===== src/rtl/l1_rd_port_tagged_pkg.sv =====
// Purpose: shared width helpers for the L1 read-port family.
// Latency: n/a (constant functions only).
// Backpressure: n/a.
package l1_rd_pkg;

  // Index width for n items; never returns 0 so single-entry vectors still get a bit.
  function automatic int width_of(input int n);
    return (n <= 1) ? 1 : $clog2(n);
  endfunction

  // Width needed to hold a count from 0 to n inclusive.
  function automatic int cnt_width_of(input int n);
    return $clog2(n + 1);
  endfunction

endpackage


===== src/rtl/l1_rd_port_tagged_if.sv =====
// Purpose: AFU request channel plus BRAM address branch of one L1 read port.
// Latency: n/a (wires only).
// Backpressure: valid/ready on both the request (i_rd_*) and address (o_addr_*) channels.
//   master: AFU/consumer side; slave: the read port.
interface l1_rd_port_tagged_if #(
  parameter int nstrms_width = 6,
  parameter int tag_width    = 4,
  parameter int ptr_width    = 4
);
  logic                    i_rd_v;
  logic                    i_rd_r;
  logic [nstrms_width-1:0] i_rd_sid;
  logic [tag_width-1:0]    i_rd_tag;

  logic                    o_addr_v;
  logic                    o_addr_r;
  logic [ptr_width-1:0]    o_addr_ptr;
  logic [nstrms_width-1:0] o_addr_sid;
  logic [tag_width-1:0]    o_addr_tag;
  logic                    o_addr_discard;

  modport master (
    output i_rd_v, i_rd_sid, i_rd_tag, o_addr_r,
    input  i_rd_r, o_addr_v, o_addr_ptr, o_addr_sid, o_addr_tag, o_addr_discard
  );

  modport slave (
    input  i_rd_v, i_rd_sid, i_rd_tag, o_addr_r,
    output i_rd_r, o_addr_v, o_addr_ptr, o_addr_sid, o_addr_tag, o_addr_discard
  );
endinterface


===== src/rtl/base_cenc.sv =====
// Purpose: population count of din (number of set bits).
// Latency: combinational.
// Backpressure: none.
//   din: input vector; dout: number of ones in din.
module base_cenc #(
  parameter int width  = 8,
  parameter int owidth = $clog2(width + 1)
) (
  input  logic [width-1:0]  din,
  output logic [owidth-1:0] dout
);
  always_comb begin
    dout = '0;
    for (int i = 0; i < width; i++) begin
      dout = dout + owidth'(din[i]);
    end
  end
endmodule


===== src/rtl/base_decode_le.sv =====
// Purpose: binary to one-hot decoder with enable; codes beyond dec_width decode to zero.
// Latency: combinational.
// Backpressure: none.
//   en: enable; din: binary code; dout: one-hot (all zero when en=0).
module base_decode_le #(
  parameter int enc_width = 6,
  parameter int dec_width = 1 << enc_width
) (
  input  logic                 en,
  input  logic [enc_width-1:0] din,
  output logic [dec_width-1:0] dout
);
  always_comb begin
    dout = '0;
    for (int i = 0; i < dec_width; i++) begin
      dout[i] = en & (din == enc_width'(i));
    end
  end
endmodule


===== src/rtl/l1_rd_port_tagged_fork.sv =====
// Purpose: 1-to-2 valid/ready fork; each branch may be accepted in a different cycle.
// Latency: combinational valids; done flags remember branches already accepted.
// Backpressure: input retires only once both branches are done (branch 1 skippable).
//   i_v/o_retire: upstream valid and its completion; i_skip1: branch 1 needs no handshake;
//   o0_*/o1_*: branch handshakes; o_started: some branch accepted in an earlier cycle.
module l1_rd_fork (
  input  logic clk,
  input  logic reset,
  input  logic i_v,
  input  logic i_skip1,
  output logic o0_v,
  input  logic o0_r,
  output logic o1_v,
  input  logic o1_r,
  output logic o0_fire,
  output logic o1_fire,
  output logic o_started,
  output logic o_retire
);
  logic done0_q, done0_d;
  logic done1_q, done1_d;

  always_comb begin
    o0_v      = i_v & ~done0_q;
    o1_v      = i_v & ~i_skip1 & ~done1_q;
    o0_fire   = o0_v & o0_r;
    o1_fire   = o1_v & o1_r;
    o_retire  = i_v & (done0_q | o0_fire) & (i_skip1 | done1_q | o1_fire);
    o_started = done0_q | done1_q;
    // Flags clear on retire so the next item starts with both branches open.
    done0_d   = o_retire ? 1'b0 : (done0_q | o0_fire);
    done1_d   = o_retire ? 1'b0 : (done1_q | o1_fire);
  end

  always_ff @(posedge clk or negedge reset) begin
    if (!reset) begin
      done0_q <= 1'b0;
      done1_q <= 1'b0;
    end else begin
      done0_q <= done0_d;
      done1_q <= done1_d;
    end
  end
endmodule


===== src/rtl/l1_rd_port_tagged.sv =====
// Purpose: L1 read port; registers {sid,tag}, computes the L1 pointer and forks it into
//   the BRAM address branch and the one-hot pointer-update branch; ended streams are
//   returned in order flagged o_addr_discard and counted in o_disc_cnt (saturating).
// Latency: 1 cycle from request acceptance to o_addr_v.
// Backpressure: i_rd_r = ~s1_v | retire, so a new request loads the cycle the old retires.
//   Ports: clk/reset, per-stream status (i_rst_end, i_l1_end, i_single_v, i_ptrs),
//   peer activity (i_rd_acts, i_rd_sids), o_rd_act, o_req_v/o_req_r, o_disc_cnt, rd_if.
module l1_rd_port_tagged
  import l1_rd_pkg::*;
#(
  parameter int nstrms       = 64,
  parameter int nstrms_width = width_of(nstrms),
  parameter int nports       = 8,
  parameter int portid       = 0,
  parameter int ptr_width    = 4,
  parameter int cl_size      = 8,
  parameter int clofs_width  = width_of(cl_size),
  parameter int tag_width    = 4,
  parameter int cnt_width    = 16
) (
  input  logic                          clk,
  input  logic                          reset,
  input  logic [nstrms-1:0]             i_rst_end,
  input  logic [nstrms-1:0]             i_l1_end,
  input  logic [nstrms-1:0]             i_single_v,
  input  logic [nports-1:0]             i_rd_acts,
  input  logic [nports*nstrms_width-1:0] i_rd_sids,
  output logic                          o_rd_act,
  input  logic [nstrms*ptr_width-1:0]   i_ptrs,
  output logic [nstrms-1:0]             o_req_v,
  input  logic [nstrms-1:0]             o_req_r,
  output logic [cnt_width-1:0]          o_disc_cnt,
  l1_rd_port_tagged_if.slave            rd_if
);
  localparam int inc_width = cnt_width_of(nports);

  logic                    s1_v_q, s1_v_d;
  logic [nstrms_width-1:0] s1_sid_q, s1_sid_d;
  logic [tag_width-1:0]    s1_tag_q, s1_tag_d;
  logic                    disc_q, disc_d;
  logic [cnt_width-1:0]    disc_cnt_q, disc_cnt_d;

  logic                    rd_rdy, s1_load, s1_retire, started;
  logic                    addr_v, addr_fire, req_v, req_rdy, req_fire;
  logic                    sid_oob, disc_c, disc;
  logic [nports-1:0]       hits;
  logic [inc_width-1:0]    inc;
  logic [ptr_width-1:0]    ptr_base, ptr_calc;
  logic [nstrms-1:0]       sid_oh;

  // Only lower-numbered ports that consumed a slot on our stream push our pointer.
  always_comb begin
    hits = '0;
    for (int i = 0; i < nports; i++) begin
      hits[i] = (i < portid) && i_rd_acts[i] &&
                (i_rd_sids[i*nstrms_width +: nstrms_width] == s1_sid_q);
    end
  end

  base_cenc #(.width(nports), .owidth(inc_width)) u_cenc (
    .din  (hits),
    .dout (inc)
  );

  base_decode_le #(.enc_width(nstrms_width), .dec_width(nstrms)) u_dec (
    .en   (1'b1),
    .din  (s1_sid_q),
    .dout (sid_oh)
  );

  always_comb begin
    sid_oob  = (int'(s1_sid_q) >= nstrms);
    ptr_base = i_ptrs[int'(s1_sid_q)*ptr_width +: ptr_width];
    ptr_calc = ptr_base + ptr_width'(inc);   // wraps modulo 2^ptr_width
    // Crossing into the next cacheline of a single-line stream that L2 has ended
    // has nothing left to read.
    disc_c   = sid_oob | i_l1_end[s1_sid_q] |
               (i_rst_end[s1_sid_q] & i_single_v[s1_sid_q] & ptr_calc[clofs_width]);
    // Once one branch has gone out the decision is frozen so both branches agree.
    disc     = started ? disc_q : disc_c;
    req_rdy  = |(sid_oh & o_req_r);
  end

  l1_rd_fork u_fork (
    .clk       (clk),
    .reset     (reset),
    .i_v       (s1_v_q),
    .i_skip1   (disc),
    .o0_v      (addr_v),
    .o0_r      (rd_if.o_addr_r),
    .o1_v      (req_v),
    .o1_r      (req_rdy),
    .o0_fire   (addr_fire),
    .o1_fire   (req_fire),
    .o_started (started),
    .o_retire  (s1_retire)
  );

  always_comb begin
    rd_rdy     = ~s1_v_q | s1_retire;
    s1_load    = rd_if.i_rd_v & rd_rdy;
    s1_v_d     = s1_load ? 1'b1 : (s1_retire ? 1'b0 : s1_v_q);
    s1_sid_d   = s1_load ? rd_if.i_rd_sid : s1_sid_q;
    s1_tag_d   = s1_load ? rd_if.i_rd_tag : s1_tag_q;

    disc_d = disc_q;
    if (s1_retire) begin
      disc_d = 1'b0;
    end else if (!started && (addr_fire || req_fire)) begin
      disc_d = disc_c;
    end

    disc_cnt_d = disc_cnt_q;
    if (s1_retire && disc && !(&disc_cnt_q)) begin
      disc_cnt_d = disc_cnt_q + cnt_width'(1);
    end
  end

  always_ff @(posedge clk or negedge reset) begin
    if (!reset) begin
      s1_v_q     <= 1'b0;
      s1_sid_q   <= '0;
      s1_tag_q   <= '0;
      disc_q     <= 1'b0;
      disc_cnt_q <= '0;
    end else begin
      s1_v_q     <= s1_v_d;
      s1_sid_q   <= s1_sid_d;
      s1_tag_q   <= s1_tag_d;
      disc_q     <= disc_d;
      disc_cnt_q <= disc_cnt_d;
    end
  end

  assign rd_if.i_rd_r         = rd_rdy;
  assign rd_if.o_addr_v       = addr_v;
  assign rd_if.o_addr_ptr     = disc ? '0 : ptr_calc;
  assign rd_if.o_addr_sid     = s1_sid_q;
  assign rd_if.o_addr_tag     = s1_tag_q;
  assign rd_if.o_addr_discard = disc;
  assign o_req_v              = sid_oh & {nstrms{req_v}};
  assign o_rd_act             = s1_retire & ~disc;   // discarded reads never advance offsets
  assign o_disc_cnt           = disc_cnt_q;
endmodule


===== src/flat_wrapper.sv =====
// flat-port wrapper written by rule: the top's interface ports become plain ports
module l1_rd_port_tagged_flat import l1_rd_pkg::*;
#(
  parameter int nstrms       = 64,
  parameter int nstrms_width = width_of(nstrms),
  parameter int nports       = 8,
  parameter int portid       = 0,
  parameter int ptr_width    = 4,
  parameter int cl_size      = 8,
  parameter int clofs_width  = width_of(cl_size),
  parameter int tag_width    = 4,
  parameter int cnt_width    = 16
)
  (clk, reset, i_rst_end, i_l1_end, i_single_v, i_rd_acts, i_rd_sids, o_rd_act, i_ptrs, o_req_v, o_req_r, o_disc_cnt, rd_if_i_rd_v, rd_if_i_rd_sid, rd_if_i_rd_tag, rd_if_o_addr_r, rd_if_i_rd_r, rd_if_o_addr_v, rd_if_o_addr_ptr, rd_if_o_addr_sid, rd_if_o_addr_tag, rd_if_o_addr_discard);
  l1_rd_port_tagged_if #(.nstrms_width(nstrms_width), .tag_width(tag_width), .ptr_width(ptr_width)) rd_if_i ();
  input  logic clk;
  input  logic reset;
  input  logic [nstrms-1:0] i_rst_end;
  input  logic [nstrms-1:0] i_l1_end;
  input  logic [nstrms-1:0] i_single_v;
  input  logic [nports-1:0] i_rd_acts;
  input  logic [nports*nstrms_width-1:0] i_rd_sids;
  output logic o_rd_act;
  input  logic [nstrms*ptr_width-1:0] i_ptrs;
  output logic [nstrms-1:0] o_req_v;
  input  logic [nstrms-1:0] o_req_r;
  output logic [cnt_width-1:0] o_disc_cnt;
  input wire logic [$bits(rd_if_i.i_rd_v)-1:0] rd_if_i_rd_v;
  input wire logic [$bits(rd_if_i.i_rd_sid)-1:0] rd_if_i_rd_sid;
  input wire logic [$bits(rd_if_i.i_rd_tag)-1:0] rd_if_i_rd_tag;
  input wire logic [$bits(rd_if_i.o_addr_r)-1:0] rd_if_o_addr_r;
  output wire logic [$bits(rd_if_i.i_rd_r)-1:0] rd_if_i_rd_r;
  output wire logic [$bits(rd_if_i.o_addr_v)-1:0] rd_if_o_addr_v;
  output wire logic [$bits(rd_if_i.o_addr_ptr)-1:0] rd_if_o_addr_ptr;
  output wire logic [$bits(rd_if_i.o_addr_sid)-1:0] rd_if_o_addr_sid;
  output wire logic [$bits(rd_if_i.o_addr_tag)-1:0] rd_if_o_addr_tag;
  output wire logic [$bits(rd_if_i.o_addr_discard)-1:0] rd_if_o_addr_discard;
  assign rd_if_i.i_rd_v = rd_if_i_rd_v;
  assign rd_if_i.i_rd_sid = rd_if_i_rd_sid;
  assign rd_if_i.i_rd_tag = rd_if_i_rd_tag;
  assign rd_if_i.o_addr_r = rd_if_o_addr_r;
  assign rd_if_i_rd_r = rd_if_i.i_rd_r;
  assign rd_if_o_addr_v = rd_if_i.o_addr_v;
  assign rd_if_o_addr_ptr = rd_if_i.o_addr_ptr;
  assign rd_if_o_addr_sid = rd_if_i.o_addr_sid;
  assign rd_if_o_addr_tag = rd_if_i.o_addr_tag;
  assign rd_if_o_addr_discard = rd_if_i.o_addr_discard;
  l1_rd_port_tagged #(.nstrms(nstrms), .nstrms_width(nstrms_width), .nports(nports), .portid(portid), .ptr_width(ptr_width), .cl_size(cl_size), .clofs_width(clofs_width), .tag_width(tag_width), .cnt_width(cnt_width)) u_core (.clk(clk), .reset(reset), .i_rst_end(i_rst_end), .i_l1_end(i_l1_end), .i_single_v(i_single_v), .i_rd_acts(i_rd_acts), .i_rd_sids(i_rd_sids), .o_rd_act(o_rd_act), .i_ptrs(i_ptrs), .o_req_v(o_req_v), .o_req_r(o_req_r), .o_disc_cnt(o_disc_cnt), .rd_if(rd_if_i));
endmodule

===== config.mk =====
export PLATFORM = sky130hd
export DESIGN_NAME = l1_rd_port_tagged_flat
export DESIGN_NICKNAME = d
export VERILOG_FILES = /design/src/rtl/l1_rd_port_tagged_pkg.sv /design/src/rtl/l1_rd_port_tagged_if.sv /design/src/rtl/base_cenc.sv /design/src/rtl/base_decode_le.sv /design/src/rtl/l1_rd_port_tagged_fork.sv /design/src/rtl/l1_rd_port_tagged.sv /design/src/flat_wrapper.sv
export SDC_FILE = /design/constraint.sdc
export NUM_CORES = 1
export LEC_CHECK = 0
export ABC_AREA = 1
export CORE_AREA = 2 2 268 270
export DETAILED_ROUTE_END_ITERATION = 10
export DIE_AREA = 0 0 270 272
export PLACE_DENSITY = 0.42
export SLEW_MARGIN = 20
export SYNTH_ARGS = -nofsm -noshare
export SYNTH_HDL_FRONTEND = slang
export SYNTH_SLANG_ARGS = --single-unit

===== constraint.sdc =====
create_clock -name clk -period 5.75 [get_ports clk]
set_input_delay 0.575 -clock clk [delete_from_list [all_inputs] [get_ports clk]]
set_output_delay 0.575 -clock clk [all_outputs]
set_load 0.1 [all_outputs]

==> metrics.cfg <==
[clock_network]
clk_pin_slew_worst_paths_ps=60
clkLatencyLatePin_ps=280
cts_hold_buf=0
cts_tree=yes
cts_root_buffer=clkbuf_16
cts_buffer_depth=2
ctsResizeCount=0
h-tree-depth=2
clock_sinks=30
cts-buffers-inserted=5
post-cts-setup-buffer-count=0

[power_and_ir_drop]
power_frac_seq=0.060
p_total_mw=6.27
power_leakage_nw=6.03
internal_power_mw=2.05
p_clk_frac=0.045
switching_share=0.674
p_comb_frac=0.895
vdd_drop_max_v=0.000249
power.net_switching_mw=4.23
power.density_mw_per_mm2=418

[run]
maxCapViolCount=0

[final_layout]
area_growth_pct=131
final_area_mm2=0.0150
layout-drive-gt1-share=0.103
final_cells=2810
post-route-util=0.212
fillerInstances=8013
nets=2439

[global_route]
grt_max_degree=52
grt_antenna_before_repair=9
grt_overflow=0
track_usage=0.150
grt_pass1_vias=11700
grt_pass1_wl_um=81600

[worst_setup_path]
r2r_end=u_core.rd_if.o_addr_tag[1]
critPathArrivalTime_ps=4390
worstSetupPathDepth=19
crit_buf_inv=4
r2r_slack_ps=1560
cp_top_family=simple AND/OR/NAND/NOR gates
crit_top_cell=nand2_1
crit_start=u_core.rd_if.o_addr_sid[0]
cp-start-kind=flop
cp_max_fo=32
endpoint=o_req_v[0]
max_stage_delay_ps=700
worstPathRequired_ps=5180
critical_path_class=reg -> out
crit_chain=inv_2, buf_4, nand2_1, nand2_1, nand2_1, nand3_1, nand2_1, nand2_1, nor2_1, nor2_1, nor2_1, nand2_1, nand3_1, nand3_1, nand2_2, nand3_4, buf_12, nor4_2, buf_12
reg2reg_from=u_core.rd_if.o_addr_sid[0]
end_kind=output pin
reg2regPathDepth=20
slowest_stage=dfrtp_2

[sta]
rsz0062_at_grt=no
tns_ps=0
setup_ws_ps=790
period_needed_ps=4960
final_hold_viol_count=0
period_share=0.863
clock.fmax_ghz=0.202
drv_slew=0
whs_ps=483
setup_viol_count_final=0
worst_slew_pin_slew_ps=1070
relSlewSlack=0.284
skew_ps=3.76

[floorplan]
die_h_um=272
die_area_mm2=0.0734
die_x_um=270
start_util=0.0917
rows=98
io_pins=680
core_mm2=0.0708

[synth]
synth_seq_cells=30
ys_async_sr_fraction=1.00
synth.distinct_cells=34
synth_common_cells=nand2_1, nor2_1, o22ai_1, nand3_1, nor4_1
synth_warnings=0
synth.area.top_cells=nand2_1, dfrtp_1, o22ai_1
synth_top_area_cell=nand2_1
syn_nets=1874
synthesis.area_mm2=0.00649
synth_top_area_frac=0.318
yosysSeqAreaShare=0.116
synth_flop_cell=dfrtp_1
postSynthCellCount=1291
synth.most_common_cell=nand2_1
synth_edf_count=0
syn_avg_cell_area_um2=5.03

[placement]
port_buffers=623
preCtsSetupSlack_ps=963
place_congestion=0.896
place_area_mm2=0.0148
dp_hpwl_um=46600
dp_cells=2799

[run_status]
status=finished, final reports clean

[detailed_routing]
ant_nets=0
via_per_inst=4.03
drt_iter0_drc=814
post_drt_wl_per_cell_um=20.8
firstDrtPassIters=6
vias=11300
routed_wl_um=58300
drcViolationCount=0

[hold_path]
hp-class=reg -> reg
hp-start=u_core.rd_if.o_addr_tag[3]

## logic make-up (layout without fill, tap and decap cells)
group	after synthesis	count (layout)	synth area share
DFF	30	30	0.116
buffers and inverters	155	721	0.101
adders and majority gates	1	1	0.00193
other	0	3	0
xor gates and xnor gates	14	14	0.0189
and+or+nand+nor	891	891	0.571
AOI/OAI and AO/OA	200	200	0.192
## how the worst min path moves through the flow
stage | slack, ps | endpoint | depth (start not counted)
6_report | 480 | u_core.rd_if.o_addr_tag[3] | 2
2_1_floorplan | 280 | u_core.disc_q | 0
3_5_place_dp | 460 | u_core.rd_if.o_addr_tag[3] | 2
5_1_grt | 530 | u_core.rd_if.o_addr_tag[3] | 2
4_1_cts | 490 | u_core.rd_if.o_addr_tag[3] | 2
3_3_place_gp | 460 | u_core.rd_if.o_addr_tag[1] | 2
## final cells by class
type	instances	area, um^2	share of cell area
sequential	30	753	0.0502
timing repair buffer	657	7230	0.482
multi-input combinational	1106	5460	0.364
inverter	56	210	0.0140
clock buffer	6	139	0.00926
clock inverter	2	12.5	0.000834
antenna	3	7.51	0.000501
tap	950	1190	0.0792
## registers in the layout (all words and copies together), names as in the netlist
name,count
u_core.u_fork.done1_q,1
u_core.o_disc_cnt,16
u_core.rd_if.o_addr_sid,6
u_core.disc_q,1
u_core.u_fork.done0_q,1
u_core.s1_v_q,1
u_core.rd_if.o_addr_tag,4
## cells in the final DEF, fill, tap and decap left out, drive strengths merged
master | netlist | final
diode | 0 | 3
nand4 | 20 | 20
clkdlybuf4s50 | 0 | 552
ha | 1 | 1
a41oi | 6 | 6
nor2 | 148 | 148
o211ai | 1 | 1
clkinvlp | 0 | 1
clkinv | 3 | 3
nor4 | 57 | 57
o22ai | 98 | 98
a22oi | 26 | 26
dfrtp | 30 | 30
nor3 | 13 | 13
xor2 | 9 | 9
nand2 | 555 | 555
buf | 54 | 105
o21ai | 58 | 58
a22o | 2 | 2
xnor2 | 5 | 5
o21bai | 1 | 1
a32oi | 1 | 1
clkbuf | 45 | 6
a21oi | 5 | 5
nand3 | 98 | 98
inv | 53 | 54
a31oi | 2 | 2
## worst reg2reg max path, delay by kind of cell, from the launching register on
| family | cells | cell delay (ps) |
|---|---|---|
| flops | 1 | 700 |
| compound gates | 2 | 260 |
| simple gates | 16 | 2580 |
| buf+inv | 2 | 540 |
## per-layer routing
| layer | share of wire | up-vias | global-route usage |
|---|---|---|---|
| met5 | 0.0020 | - | 0 |
| met4 | 0.010 | 16 | 0.0203 |
| met3 | 0.068 | 48 | 0.0322 |
| met2 | 0.48 | 486 | 0.260 |
| met1 | 0.44 | 5309 | 0.196 |
| li1 | - | 5476 | - |
## power by group through the flow
stage	Sequential, mW	Clock (mW)	Combinational [mW]
finish	0.376	0.280	5.62
global route	0.393	0.299	6.07
global placement	0.379	0	5.72
CTS	0.379	0.292	5.73
floorplan	0.639	0	3.06
detailed placement	0.380	0	5.72
(Power assumes the default switching activity.)
